==> config.mk <==
export PLATFORM = sky130hd
export DESIGN_NAME = load_size_unit
export DESIGN_NICKNAME = d
export VERILOG_FILES = /design/src/rtl/ls_pkg.sv /design/src/rtl/ls_extract.sv /design/src/rtl/load_size_unit.sv
export SDC_FILE = /design/constraint.sdc
export NUM_CORES = 1
export LEC_CHECK = 0
export ABC_AREA = 1
export BUFFER_PORTS_ARGS = -buffer_cell sky130_fd_sc_hd__buf_2
export CORE_MARGIN = 3
export CORE_UTILIZATION = 43
export DETAILED_ROUTE_END_ITERATION = 10
export PLACE_DENSITY_LB_ADDON = 0.12
export RECOVER_POWER = 25
export SETUP_SLACK_MARGIN = 0.5
export SYNTH_ARGS = -nofsm -noshare
export SYNTH_HDL_FRONTEND = slang
export SYNTH_SLANG_ARGS = --single-unit
==> constraint.sdc <==
create_clock -name clk -period 2.92 [get_ports clk]
set_input_delay 0.438 -clock clk [delete_from_list [all_inputs] [get_ports clk]]
set_output_delay 0.438 -clock clk [all_outputs]
set_load 0.01 [all_outputs]
==> src/rtl/ls_pkg.sv <==
// Shared load/store size codes and the load FSM state encoding.
// Imported by the load-size unit and the store-size merge block.
package ls_pkg;

  localparam logic [1:0] LS_WORD = 2'b00;
  localparam logic [1:0] LS_BYTE = 2'b01;
  localparam logic [1:0] LS_HALF = 2'b10;

  typedef enum logic [1:0] {
    ST_IDLE = 2'd0,
    ST_WAIT = 2'd1,
    ST_DONE = 2'd2
  } ls_state_t;

endpackage

==> src/rtl/ls_extract.sv <==
// Pure combinational lane extraction for loads, zero-extended.
// Always uses the low lanes, mirroring the store-side merge.
module ls_extract
  import ls_pkg::*;
(
  input  logic [1:0]  size,
  input  logic [31:0] word,
  output logic [31:0] result
);

  always_comb begin
    result = word;
    case (size)
      LS_BYTE: result = {24'h0, word[7:0]};
      LS_HALF: result = {16'h0, word[15:0]};
      default: result = word;
    endcase
  end

endmodule

==> src/rtl/load_size_unit.sv <==
// Multicycle load path: present address, wait MEM_LATENCY cycles,
// capture and extract word/halfword/byte for write-back.
module load_size_unit
  import ls_pkg::*;
#(
  parameter int MEM_LATENCY = 2
) (
  input  logic        clk,
  input  logic        reset,
  input  logic        start,
  input  logic [1:0]  controleLS,
  input  logic [31:0] addr,
  input  logic [31:0] mem_data_in,
  output logic [31:0] mem_addr,
  output logic        mem_rd,
  output logic        busy,
  output logic        done,
  output logic [31:0] ls_out
);

  localparam logic [3:0] CNT_INIT = 4'(MEM_LATENCY - 1);

  ls_state_t   state;
  ls_state_t   state_nx;
  logic [3:0]  cnt;
  logic [1:0]  size_q;
  logic [31:0] extracted;

  ls_extract u_extract (
    .size   (size_q),
    .word   (mem_data_in),
    .result (extracted)
  );

  always_ff @(posedge clk or posedge reset) begin
    if (reset) state <= ST_IDLE;
    else       state <= state_nx;
  end

  // Outputs decode only the state register: no input-to-output path.
  always_comb begin
    state_nx = state;
    mem_rd   = 1'b0;
    busy     = 1'b1;
    done     = 1'b0;
    case (state)
      ST_IDLE: begin
        busy = 1'b0;
        if (start) state_nx = ST_WAIT;
      end
      ST_WAIT: begin
        mem_rd = 1'b1;
        if (cnt == 4'd0) state_nx = ST_DONE;
      end
      ST_DONE: begin
        done     = 1'b1;
        state_nx = ST_IDLE;
      end
      default: begin
        busy     = 1'b0;
        state_nx = ST_IDLE;
      end
    endcase
  end

  always_ff @(posedge clk or posedge reset) begin
    if (reset) begin
      mem_addr <= '0;
      size_q   <= LS_WORD;
      cnt      <= '0;
      ls_out   <= '0;
    end else begin
      case (state)
        ST_IDLE: begin
          if (start) begin
            mem_addr <= addr;
            size_q   <= controleLS;
            cnt      <= CNT_INIT;
          end
        end
        ST_WAIT: begin
          if (cnt != 4'd0) cnt    <= cnt - 4'd1;
          else             ls_out <= extracted;
        end
        default: ;
      endcase
    end
  end

endmodule

**Word-level counts from Yosys, hierarchy flattened**

Cells that the tools add are included.

- $add $sub $neg: 1
- Equal/unequal tests: 7
- Mux-type cells: 10
- Bitwise operators: 1
- Reductions and logical operators: 9

Operators with widths:

| kind | count |
|---|---|
| 32-bit case mux with 2 select lines | 1 |
| 4-bit 2-to-1 mux | 2 |
| 4-bit case mux with 2 select lines | 1 |
| 2-bit != test (second input constant) | 3 |
| 2-bit AND reduction | 3 |
| 2-bit by 1-bit == test with 1-bit output (second input constant) | 2 |
| 2-bit == test (second input constant) | 2 |
| 4-bit logical NOT | 1 |
| 2-bit 2-to-1 mux | 2 |
| 2-bit case mux with 2 select lines | 1 |
| 4-bit nonzero test | 1 |
| 4-bit by 1-bit subtractor with 4-bit output (second input constant) | 1 |
| 1-bit 2-to-1 mux | 3 |
| 3-bit AND reduction | 1 |
| 2-bit logical NOT | 1 |
| 2-bit nonzero test | 1 |
| 2-bit OR reduction | 1 |
| 1-bit inverter | 1 |

- Bits in registers: 72
- Output and inout bits: 67
- Logic and storage cells: 33

**Depth between registers and ports, before layout**

Gate-level depths: netlist of the first run.

- Depth in word-level cells: 3
- Depth in mapped cells: 9

**Modules after synthesis**

From an unflattened synthesis of the first run, not the netlist that was laid out.

- Cells, all modules: 318
- Area total of the unflattened synthesis: 3,224.3 sq um

By module, submodules not included:

| module | instances | cells an instance | area each (sq um) |
|---|---|---|---|
| load_size_unit | 1 | 257 | 2,934.1 |
| ls_extract | 1 | 61 | 290.3 |

**Worst setup path before layout of the first run**

No wires, ideal clock.

- Kind: register to register
- From: register state[0]
- To: register mem_addr[10]
- Setup time: 0.125 ns
- Arrival: 1.329 ns
- Required time: 2.795 ns
- Path slack: 1.466 ns
- Stages on the path, launching flop included: 6
- Path buffers: 1
- Period minus slack after synthesis: 1.454 ns
- Cells stage by stage: dfrtp_1 > inv_1 > ha_1 > nand2_2 > buf_2 > mux2_2

- Cells in the longest elaborated chain, start to end: 2

Ends and longest elaborated chain:

| element | line | text |
|---|---|---|
| from (decl) | load_size_unit.sv:23 | `ls_state_t state;` |
| from (signal assigned) | load_size_unit.sv:37 | `else state <= state_nx;` |
| 2-bit logical NOT | load_size_unit.sv:73 | `case (state)` |
| 2-bit AND reduction (no line) | n/a |  |
| to (signal assigned) | load_size_unit.sv:76 | `mem_addr <= addr;` |
| to (decl) | load_size_unit.sv:14 | `output logic [31:0] mem_addr,` |

Every way passes these cells.
A chain may end at the register's enable or synchronous reset.

==> summary.txt, run 1 <==
Status -> finished clean
Leakage -> 2.085 nW
Cell area after placement -> 3684 sq um
CP max-delay cell -> inv_1
Placer Congestion -> 0.7635
Clock slew at reported path FFs -> 70 ps
Area growth syn-to-layout -> 31.74%
Rows -> 29
Setup WS post-layout -> 945.0 ps
Antenna diode count -> 0
Synth warn -> 0
Maximum vdd drop -> 0.5329 mV
Final ANT Viol Nets -> 0
Final Critical Period -> 1975 ps
Vias in the first global route -> 2069
CP Cell Sequence -> buf_2 > inv_1 > clkbuf_2
Initial antenna violation count -> 0
Reg2Reg Depth -> 4
# IOs -> 136
Clk_skew -> 7.910 ps
Total grt overflow -> 0
Initial Util -> 45.27%
Max-slew violation count -> 0
Synth top area share -> 61.28%
Fin Setup TNS -> 0 ps
CTS tree -> built
Pre-CTS WS -> 1058 ps
Area contributors post-synth -> dfrtp_1 (61%), mux2_2 (13%), nand2_1 (11%)
Via count -> 2227
Root buffer cell -> clkbuf_8
Hold depth -> 3
Routed len/inst -> 12.96 um
Vias/cell -> 4.611
Initial DRT Pass Iterations -> 4
Power Density -> 1159 nW/um^2
Max_cap viols -> 0
CTS hold repair buffers -> 0
Worst-Skew Late Latency -> 330 ps
Number of buffers created by CTS -> 9
Slew headroom -> 13.62%
Port Buffers -> 135
F_max -> 506.3 MHz
Arrival time at the worst endpoint -> 2320 ps
Critical path startpoint category -> input pin
Final setup fails -> 0
Deepest clock path buffer count -> 2
Number of synthesized register bits -> 72
Post_cts resized -> 0
Req. time, crit path -> 3260 ps
Most common cell after layout, fill and taps aside -> buf_2
Crit Path Max Fanout -> 37
Worst-Margin Slew -> 1294 ps
Synth Area per Inst -> 11.05 sq um
Nets -> 478
Mapped cell area -> 2940 sq um
Die area -> 7866 sq um
DRC viols -> 0
Slowest stage delay, CP -> 910 ps
Period Utilization, post-route -> 67.64%
Post-Synthesis Cells -> 266
Detailed-placement wirelength estimate -> 4.590 mm
Fill cells -> 607
Netlist cell types -> 20
Hold crit path type -> in2reg
Total Wirelength -> 6.261 mm
Initial drt markers -> 60
GRT Total Usage -> 16.55%
Sequential fraction of the synthesis area -> 61.28%
Largest area contributor in the netlist -> dfrtp_1
Area of the multi-input gates -> 1032 sq um
Setup crit end kind -> async pin
Kind of critical path -> in2async
Reg area -> 1802 sq um
Die Y -> 88.69 um
Final instance area -> 3874 sq um
Die Wd -> 88.69 um
Final Hold Viols -> 0
# H-tree levels -> 3
Largest net degree at the start of global routing -> 52
Layout cells sized above 1 -> 48.03%
Synthesized net count -> 342
First-pass GRT wire length -> 9.825 mm
Most frequent cells in the layout -> buf_2 (135), nand2_1 (86), dfrtp_1 (72)
CTS sink count -> 72
Setup bufs post-CTS -> 0
Core area -> 6495 sq um
Unrepaired setup endpoints after global routing -> no
## cells in the mapped netlist
cell / n
o21ai_1: 5
nand3_2: 1
inv_1: 9
dfrtp_1: 72
nand3_1: 4
clkbuf_1: 3
nor2_1: 7
o21ai_0: 18
clkbuf_2: 1
nand2_2: 2
a21oi_1: 2
nand2_1: 86
mux2_2: 33
ha_1: 7
buf_2: 6
buf_6: 2
or2_1: 1
inv_2: 1
or2_2: 1
o21ai_2: 5
## power by group
| part | internal [W] | switching, W |
|---|---|---|
| sequential | 0.00148 | 0.000237 |
| clock | 0.000457 | 0.000343 |
| combinational | 0.000869 | 0.00110 |
## cells by family after synthesis
| kind of cell | Yosys count | share of synthesized area [%] |
|---|---|---|
| AND/OR/NAND/NOR | 102 | 13.75 |
| flip-flops | 72 | 61.28 |
| multiplexers | 33 | 12.64 |
| AO/OA/AOI/OAI | 30 | 5.745 |
| buffers and inverters | 22 | 3.617 |
| adder cells (fa/ha/maj) | 7 | 2.979 |
## per-stage QoR
step	hold WS, ps	utilization (%)	total power [W]	cells
global route	270.1	59.64	0.004887	483
detailed placement	462.1	56.71	0.003755	468
global placement	460.3	56.71	0.003695	468
CTS	249.9	59.87	0.004577	483
finish	293.3	59.64	0.004490	483
floorplan	458.2	-	0.003029	266
## critical path, delay by kind of cell
| kind | cells | cell delay [ps] |
|---|---|---|
| buffers and inverters | 3 | 1850 |
## final timing paths
kind	start	endpoint	slack (ps)
min in group asynchronous	reset	mem_addr[2]	460
max in group clk	state[0]	mem_addr[21]	1070
max	reset	mem_addr[18]	950
min	mem_data_in[5]	ls_out[5]	290
min reg2reg	ls_out[7]	ls_out[7]	480
max reg2reg	state[0]	mem_addr[21]	1070
## state kept, by name, summed over array words and instances, names as in the netlist
| name | flops |
|---|---|
| cnt | 4 |
| size_q | 2 |
| state | 2 |
| mem_addr | 32 |
| ls_out | 32 |
## metal layers
metal	up-vias	wire (um)	GRT usage, %
met5	-	0	0
met1	1016	2703	21.34
met2	78	2967	24.90
met3	8	525	8.101
li1	1125	-	-
met4	0	63	4.533
## cell type report
cell class	instances	share of cell area, %
clock buffers	12	4.264
clock inverters	3	1.034
inverters	10	0.9690
multi-input cells	172	26.65
flip-flops and latches	72	46.51
well taps	77	2.487
repair buffers	137	18.09
Power figures use the tool's default switching activity.
==> inputs of run 2 (changes only) <==
--- a/config.mk
+++ b/config.mk
@@ -8,7 +8,7 @@
 export ABC_AREA = 1
 export BUFFER_PORTS_ARGS = -buffer_cell sky130_fd_sc_hd__buf_2
 export CORE_MARGIN = 3
-export CORE_UTILIZATION = 43
+export CORE_UTILIZATION = 42
 export DETAILED_ROUTE_END_ITERATION = 10
 export PLACE_DENSITY_LB_ADDON = 0.12
 export RECOVER_POWER = 25
==> constraint.sdc (replaced) <==
create_clock -name clk -period 1.65 [get_ports clk]
set_input_delay 0.2475 -clock clk [delete_from_list [all_inputs] [get_ports clk]]
set_output_delay 0.2475 -clock clk [all_outputs]
set_load 0.01 [all_outputs]
==> run 2 against run 1 <==
First-iteration DRC count down 5.0%. Flip-flop and latch count unchanged. Sequential power up 79%. Setup slack worse by 770 ps. Non-clock buffer count up 33. Global-route usage up 1.8 points. Core utilization up 11 points. Clock power up 110%. Count of clock-buffer cells in the layout down 2. Cell count up 11%. Critical path depth up 4. Total power up 130%. Largest cell class unchanged.
==> summary.txt, run 2 (synthesis gave the netlist of run 1 again) <==
Routed len/inst -> 13.60 um (was 12.96 um)
Crit Path Max Fanout -> 5 (was 37)
Deepest clock path buffer count -> 2 (unchanged)
Slew headroom -> 39.58% (was 13.62%)
Hold crit path type -> in2reg (unchanged)
Most frequent cells in the layout -> buf_2 (127), nand2_1 (81), dfrtp_1 (72) (was buf_2 (135), nand2_1 (86), dfrtp_1 (72))
Nets -> 516 (was 478)
Most common cell after layout, fill and taps aside -> buf_2 (unchanged)
Kind of critical path -> reg2reg (was in2async)
Layout cells sized above 1 -> 58.20% (was 48.03%)
Vias in the first global route -> 2326 (was 2069)
Detailed-placement wirelength estimate -> 4.720 mm (was 4.590 mm)
Largest net degree at the start of global routing -> 33 (was 52)
Req. time, crit path -> 1910 ps (was 3260 ps)
Initial DRT Pass Iterations -> 4 (unchanged)
Initial drt markers -> 57 (was 60)
R2R Path Start -> state[1] (was state[0])
Core area -> 6568 sq um (was 6495 sq um)
Top Registers -> ls_out x32, mem_addr x32, cnt x4 (unchanged)
Clk pwr share -> 16.9% (was 17.8%)
Arrival time at the worst endpoint -> 1740 ps (was 2320 ps)
Setup crit end kind -> flip-flop (was async pin)
Via count -> 2485 (was 2227)
Area growth syn-to-layout -> 58.47% (was 31.74%)
Clock slew at reported path FFs -> 70 ps (about the same)
Final Critical Period -> 1473 ps
Vias/cell -> 4.619 (was 4.611)
Number of buffers created by CTS -> 9 (unchanged)
Critical path startpoint category -> flip-flop (was input pin)
CTS sink count -> 72 (unchanged)
Setup WS post-layout -> 177.4 ps (was 945.0 ps)
CTS tree -> built (unchanged)
Antenna diode count -> 0 (unchanged)
Port Buffers -> 135 (unchanged)
Total grt overflow -> 0 (unchanged)
Die Y -> 89.67 um (was 88.69 um)
F_max -> 679.1 MHz
Status -> finished clean (unchanged)
Root buffer cell -> clkbuf_8 (unchanged)
Leakage -> 2.395 nW (was 2.085 nW)
Die Wd -> 89.67 um (was 88.69 um)
Max-slew violation count -> 0 (unchanged)
Die area -> 8041 sq um (was 7866 sq um)
CP startpoint -> state[1] (was reset)
# H-tree levels -> 3 (unchanged)
Pre-CTS WS -> 192.5 ps (was 1058 ps)
Unrepaired setup endpoints after global routing -> yes (was no)
Maximum vdd drop -> 1.139 mV (was 0.5329 mV)
Switching power -> 0.003709 W (was 0.001679 W)
Worst-Margin Slew -> 901.3 ps (was 1294 ps)
Total Wirelength -> 7.315 mm (was 6.261 mm)
Period Utilization, post-route -> 89.25%
HP Start -> mem_data_in[7] (was mem_data_in[5])
Max_cap viols -> 0 (unchanged)
Clk_skew -> 13.39 ps (was 7.910 ps)
# IOs -> 136 (unchanged)
Placer Congestion -> 0.7512 (was 0.7635)
Worst-Skew Late Latency -> 350 ps (was 330 ps)
Initial antenna violation count -> 0 (unchanged)
Final Hold Viols -> 0 (unchanged)
Switching share of power -> 36.64% (was 37.41%)
Rows -> 29 (unchanged)
Fin Setup TNS -> 0 ps (unchanged)
Final ANT Viol Nets -> 0 (unchanged)
GRT Total Usage -> 18.30% (was 16.55%)
Combinational Power Share -> 52.6% (was 43.9%)
Share of power burned in registers -> 30.4% (was 38.3%)
First-pass GRT wire length -> 11.09 mm (was 9.825 mm)
Internal power -> 0.006413 W (was 0.002810 W)
Initial Util -> 44.77% (was 45.27%)
Power Density -> 2173 nW/um^2 (was 1159 nW/um^2)
DRC viols -> 0 (unchanged)
Final setup fails -> 0 (unchanged)
## run 2: cell type report
type | instances | area (sq um)
Tap cell | 93 | 116.4
Inverter | 10 | 41.29
Timing Repair Buffer | 170 | 1154
Sequential cell | 72 | 1802
Multi-Input combinational cell | 177 | 1295
Clock inverter | 6 | 113.9
Fill cell | 480 | 1908
Clock buffer | 10 | 137.6
## run 2: final timing paths
kind | depth (start not counted) | slack [ps] | endpoint
max in group asynchronous | 4 | 450 | cnt[0]
worst max-delay path | 7 | 180 | ls_out[14]
worst min register to register | 2 | 480 | ls_out[5]
worst max register to register | 7 | 180 | ls_out[14]
min in group asynchronous | 3 | 580 | mem_addr[15]
worst min-delay path | 3 | 100 | ls_out[7]
## run 2: per-layer routing
metal / vias to the layer above / track usage [%] / share of wire, %
met5: - / 0 / 0
met4: 0 / 9.472 / 1.8
met3: 13 / 4.927 / 7.6
met2: 85 / 28.72 / 48
met1: 1167 / 23.21 / 42
li1: 1220 / - / -
## run 2: worst max-delay path, cell delays in order (launching register included)
cell and delay [ps]:
dfrtp_1 420, inv_2 120, ha_4 160, buf_6 100, nand3_4 140, buf_12 180
clkbuf_16 140, o21ai_1 140
## run 2: power by group through the flow
| stage | registers [W] | logic (W) | clock network (W) |
|---|---|---|---|
| 2_1_floorplan | 0.00344 | 0.00234 | 0 |
| 3_3_place_gp | 0.00306 | 0.00377 | 0 |
| 3_5_place_dp | 0.00308 | 0.00384 | 0 |
| 4_1_cts | 0.00306 | 0.00487 | 0.00176 |
| 5_1_grt | 0.00317 | 0.00587 | 0.00183 |
| 6_report | 0.00308 | 0.00533 | 0.00171 |
## run 2: metrics by stage
step	area (sq um)	total power [W]	hold WS, ps	util [%]	cells
floorplan	3074	0.005782	357.1	-	266
global placement	3825	0.006835	282.0	58.24	487
detailed placement	3825	0.006919	287.5	58.24	487
CTS	4449	0.009693	79.36	67.75	526
global route	4659	0.01088	103.5	70.95	538
finish	4659	0.01012	97.68	70.95	538
## run 2: timing repair
item | in CTS | in global routing
endpoints found under the hold margin | 15 | 0
hold buffers | 1 | 0
resized for setup | 28 | 21
setup buffers | 16 | 11
gates cloned | 6 | 1
pin swaps | 5 | 1
setup endpoints to repair | 78 | 102
==> inputs of run 3 (changes only) <==
--- a/config.mk
+++ b/config.mk
@@ -7,8 +7,11 @@
 export LEC_CHECK = 0
 export ABC_AREA = 1
 export BUFFER_PORTS_ARGS = -buffer_cell sky130_fd_sc_hd__buf_2
+export CELL_PAD_IN_SITES_DETAIL_PLACEMENT = 1
+export CELL_PAD_IN_SITES_GLOBAL_PLACEMENT = 2
+export CORE_ASPECT_RATIO = 0.8
 export CORE_MARGIN = 3
-export CORE_UTILIZATION = 42
+export CORE_UTILIZATION = 25
 export DETAILED_ROUTE_END_ITERATION = 10
 export PLACE_DENSITY_LB_ADDON = 0.12
 export RECOVER_POWER = 25
==> run 3 against run 2 <==
Core utilization decreased by 27 points. Setup slack worse by 27 ps. Cell count is 8.9% higher. Register-to-register slack barely moved. Largest power group unchanged.
==> summary.txt, run 3 (synthesis gave the netlist of run 1 again) <==
DRC viols -> 0 (unchanged)
Nets -> 513 (was 516)
Clock slew at reported path FFs -> 60 ps (was 70 ps)
# H-tree levels -> 3 (unchanged)
Total grt overflow -> 0 (unchanged)
Vias in the first global route -> 2675 (was 2326)
Largest net degree at the start of global routing -> 73 (was 33)
Unrepaired setup endpoints after global routing -> yes (unchanged)
Core area -> 11190 sq um (was 6568 sq um)
Non-Filler Instances -> 586 (was 538)
Worst-Margin Slew -> 1029 ps (was 901.3 ps)
Fill cells -> 1258 (was 480)
Die Wd -> 127.3 um (was 89.67 um)
Area growth syn-to-layout -> 66.17% (was 58.47%)
Most frequent cells in the layout -> buf_2 (132), dfrtp_1 (72), nand2_1 (61) (was buf_2 (127), nand2_1 (81), dfrtp_1 (72))
Dpl cells -> 537 (was 487)
Setup crit end kind -> output pin (was flip-flop)
Die area -> 13110 sq um (was 8041 sq um)
Hold Worst Slack -> 116.5 ps (was 97.68 ps)
Deepest clock path buffer count -> 2 (unchanged)
CTS tree -> built (unchanged)
Top Registers -> ls_out x32, mem_addr x32, cnt x4 (unchanged)
CTS sink count -> 72 (unchanged)
Critical path startpoint category -> flip-flop (unchanged)
Initial antenna violation count -> 0 (unchanged)
Most common cell after layout, fill and taps aside -> buf_2 (unchanged)
Layout cells sized above 1 -> 63.80% (was 58.20%)
Detailed-placement wirelength estimate -> 5.702 mm (was 4.720 mm)
Port Buffers -> 135 (unchanged)
Antenna diode count -> 0 (unchanged)
Via count -> 2579 (was 2485)
Max_cap viols -> 0 (unchanged)
Initial drt markers -> 53 (was 57)
Final ANT Viol Nets -> 0 (unchanged)
Crit Path Max Fanout -> 3 (was 5)
Power Density -> 2221 nW/um^2 (was 2173 nW/um^2)
Kind of critical path -> reg2out (was reg2reg)
Clk_skew -> 6.037 ps (was 13.39 ps)
CP startpoint -> state[1] (unchanged)
Arrival time at the worst endpoint -> 1250 ps (was 1740 ps)
Status -> finished clean (unchanged)
GRT Total Usage -> 14.28% (was 18.30%)
Slew headroom -> 31.37% (was 39.58%)
Final Critical Period -> 1499 ps (was 1473 ps)
Flop2flop setup slack -> 170 ps (was 180 ps)
Hold crit path type -> in2reg (unchanged)
Rows -> 34 (was 29)
Leakage -> 2.469 nW (was 2.395 nW)
Final Hold Viols -> 0 (unchanged)
Die Y -> 103 um (was 89.67 um)
# IOs -> 136 (unchanged)
Worst-Skew Late Latency -> 330 ps (was 350 ps)
HP Start -> mem_data_in[7] (unchanged)
F_max -> 667.0 MHz (was 679.1 MHz)
Period Utilization, post-route -> 90.86% (was 89.25%)
Final setup fails -> 0 (unchanged)
Vias/cell -> 4.401 (was 4.619)
First-pass GRT wire length -> 14.35 mm (was 11.09 mm)
CTS hold repair buffers -> 0 (was 1)
Req. time, crit path -> 1400 ps (was 1910 ps)
Initial Util -> 26.28% (was 44.77%)
Initial DRT Pass Iterations -> 4 (unchanged)
R2R Path Start -> state[1] (unchanged)
Setup WS post-layout -> 150.8 ps (was 177.4 ps)
Placer Congestion -> 0.7025 (was 0.7512)
Max-slew violation count -> 0 (unchanged)
Maximum vdd drop -> 0.7980 mV (was 1.139 mV)
Root buffer cell -> clkbuf_16 (was clkbuf_8)
Pre-CTS WS -> 158.3 ps (was 192.5 ps)
Total Wirelength -> 9.516 mm (was 7.315 mm)
Routed len/inst -> 16.24 um (was 13.60 um)
Fin Setup TNS -> 0 ps (unchanged)
Number of buffers created by CTS -> 9 (unchanged)
-- run 3: cell types whose count changed in the layout (fill, tap and decap cells not counted), sizes merged --
cell / previous run / this run
clkinvlp: 3 / 1
buf: 168 / 164
clkbuf: 11 / 16
clkinv: 0 / 2
inv: 10 / 9
bufinv: 3 / 1
dlygate4sd3: 1 / 0
-- run 3: power breakdown --
group / internal (W) / leakage, nW / switching (W)
sequential: 0.00263 / 0.886 / 0.000551
clock: 0.00125 / 0.150 / 0.000710
combinational: 0.00281 / 1.43 / 0.00290
-- run 3: per-layer routing --
layer	GRT usage, %	part of all wire [%]
met1	18.23	43
met2	22.60	48
met3	5.489	8.1
met4	4.452	0.83
met5	0	0
-- run 3: stage by stage --
stage	power [W]	utilization, %	area (sq um)
after floorplan	0.005782	-	3074
after global placement	0.006997	34.58	3869
after detailed placement	0.007089	34.58	3869
after CTS	0.01005	40.42	4522
after global routing	0.01163	43.67	4886
final	0.01085	43.67	4886
-- run 3: timing repair --
item	4_1_cts	5_1_grt
setup endpoints to repair	75	80
pin swaps	3	6
gates resized for setup	25	79
setup buffers	13	9
hold endpoints to repair	0	0
gates cloned	8	3
-- run 3: layout make-up --
cell class / instances / area [sq um] / area share [%]
timing repair buffer: 167 / 1115 / 22.82
sequential: 72 / 1802 / 36.88
clock buffer: 13 / 260.3 / 5.327
tap: 144 / 180.2 / 3.688
multi-input combinational: 177 / 1445 / 29.58
clock inverter: 3 / 40.04 / 0.8195
inverter: 10 / 43.79 / 0.8963
-- run 3: path summary, 6_finish.rpt --
path / endpoint / depth (start not counted)
min reg2reg: ls_out[3] / 2
min: ls_out[7] / 3
min in group asynchronous: mem_addr[31] / 3
max reg2reg: mem_addr[8] / 6
max in group asynchronous: cnt[3] / 3
max: busy / 4
-- run 3: critical path, stage by stage (launching register included) --
cell     delay, ps
dfrtp_1        400
inv_2          120
buf_6          110
ha_4           180
buf_6          110
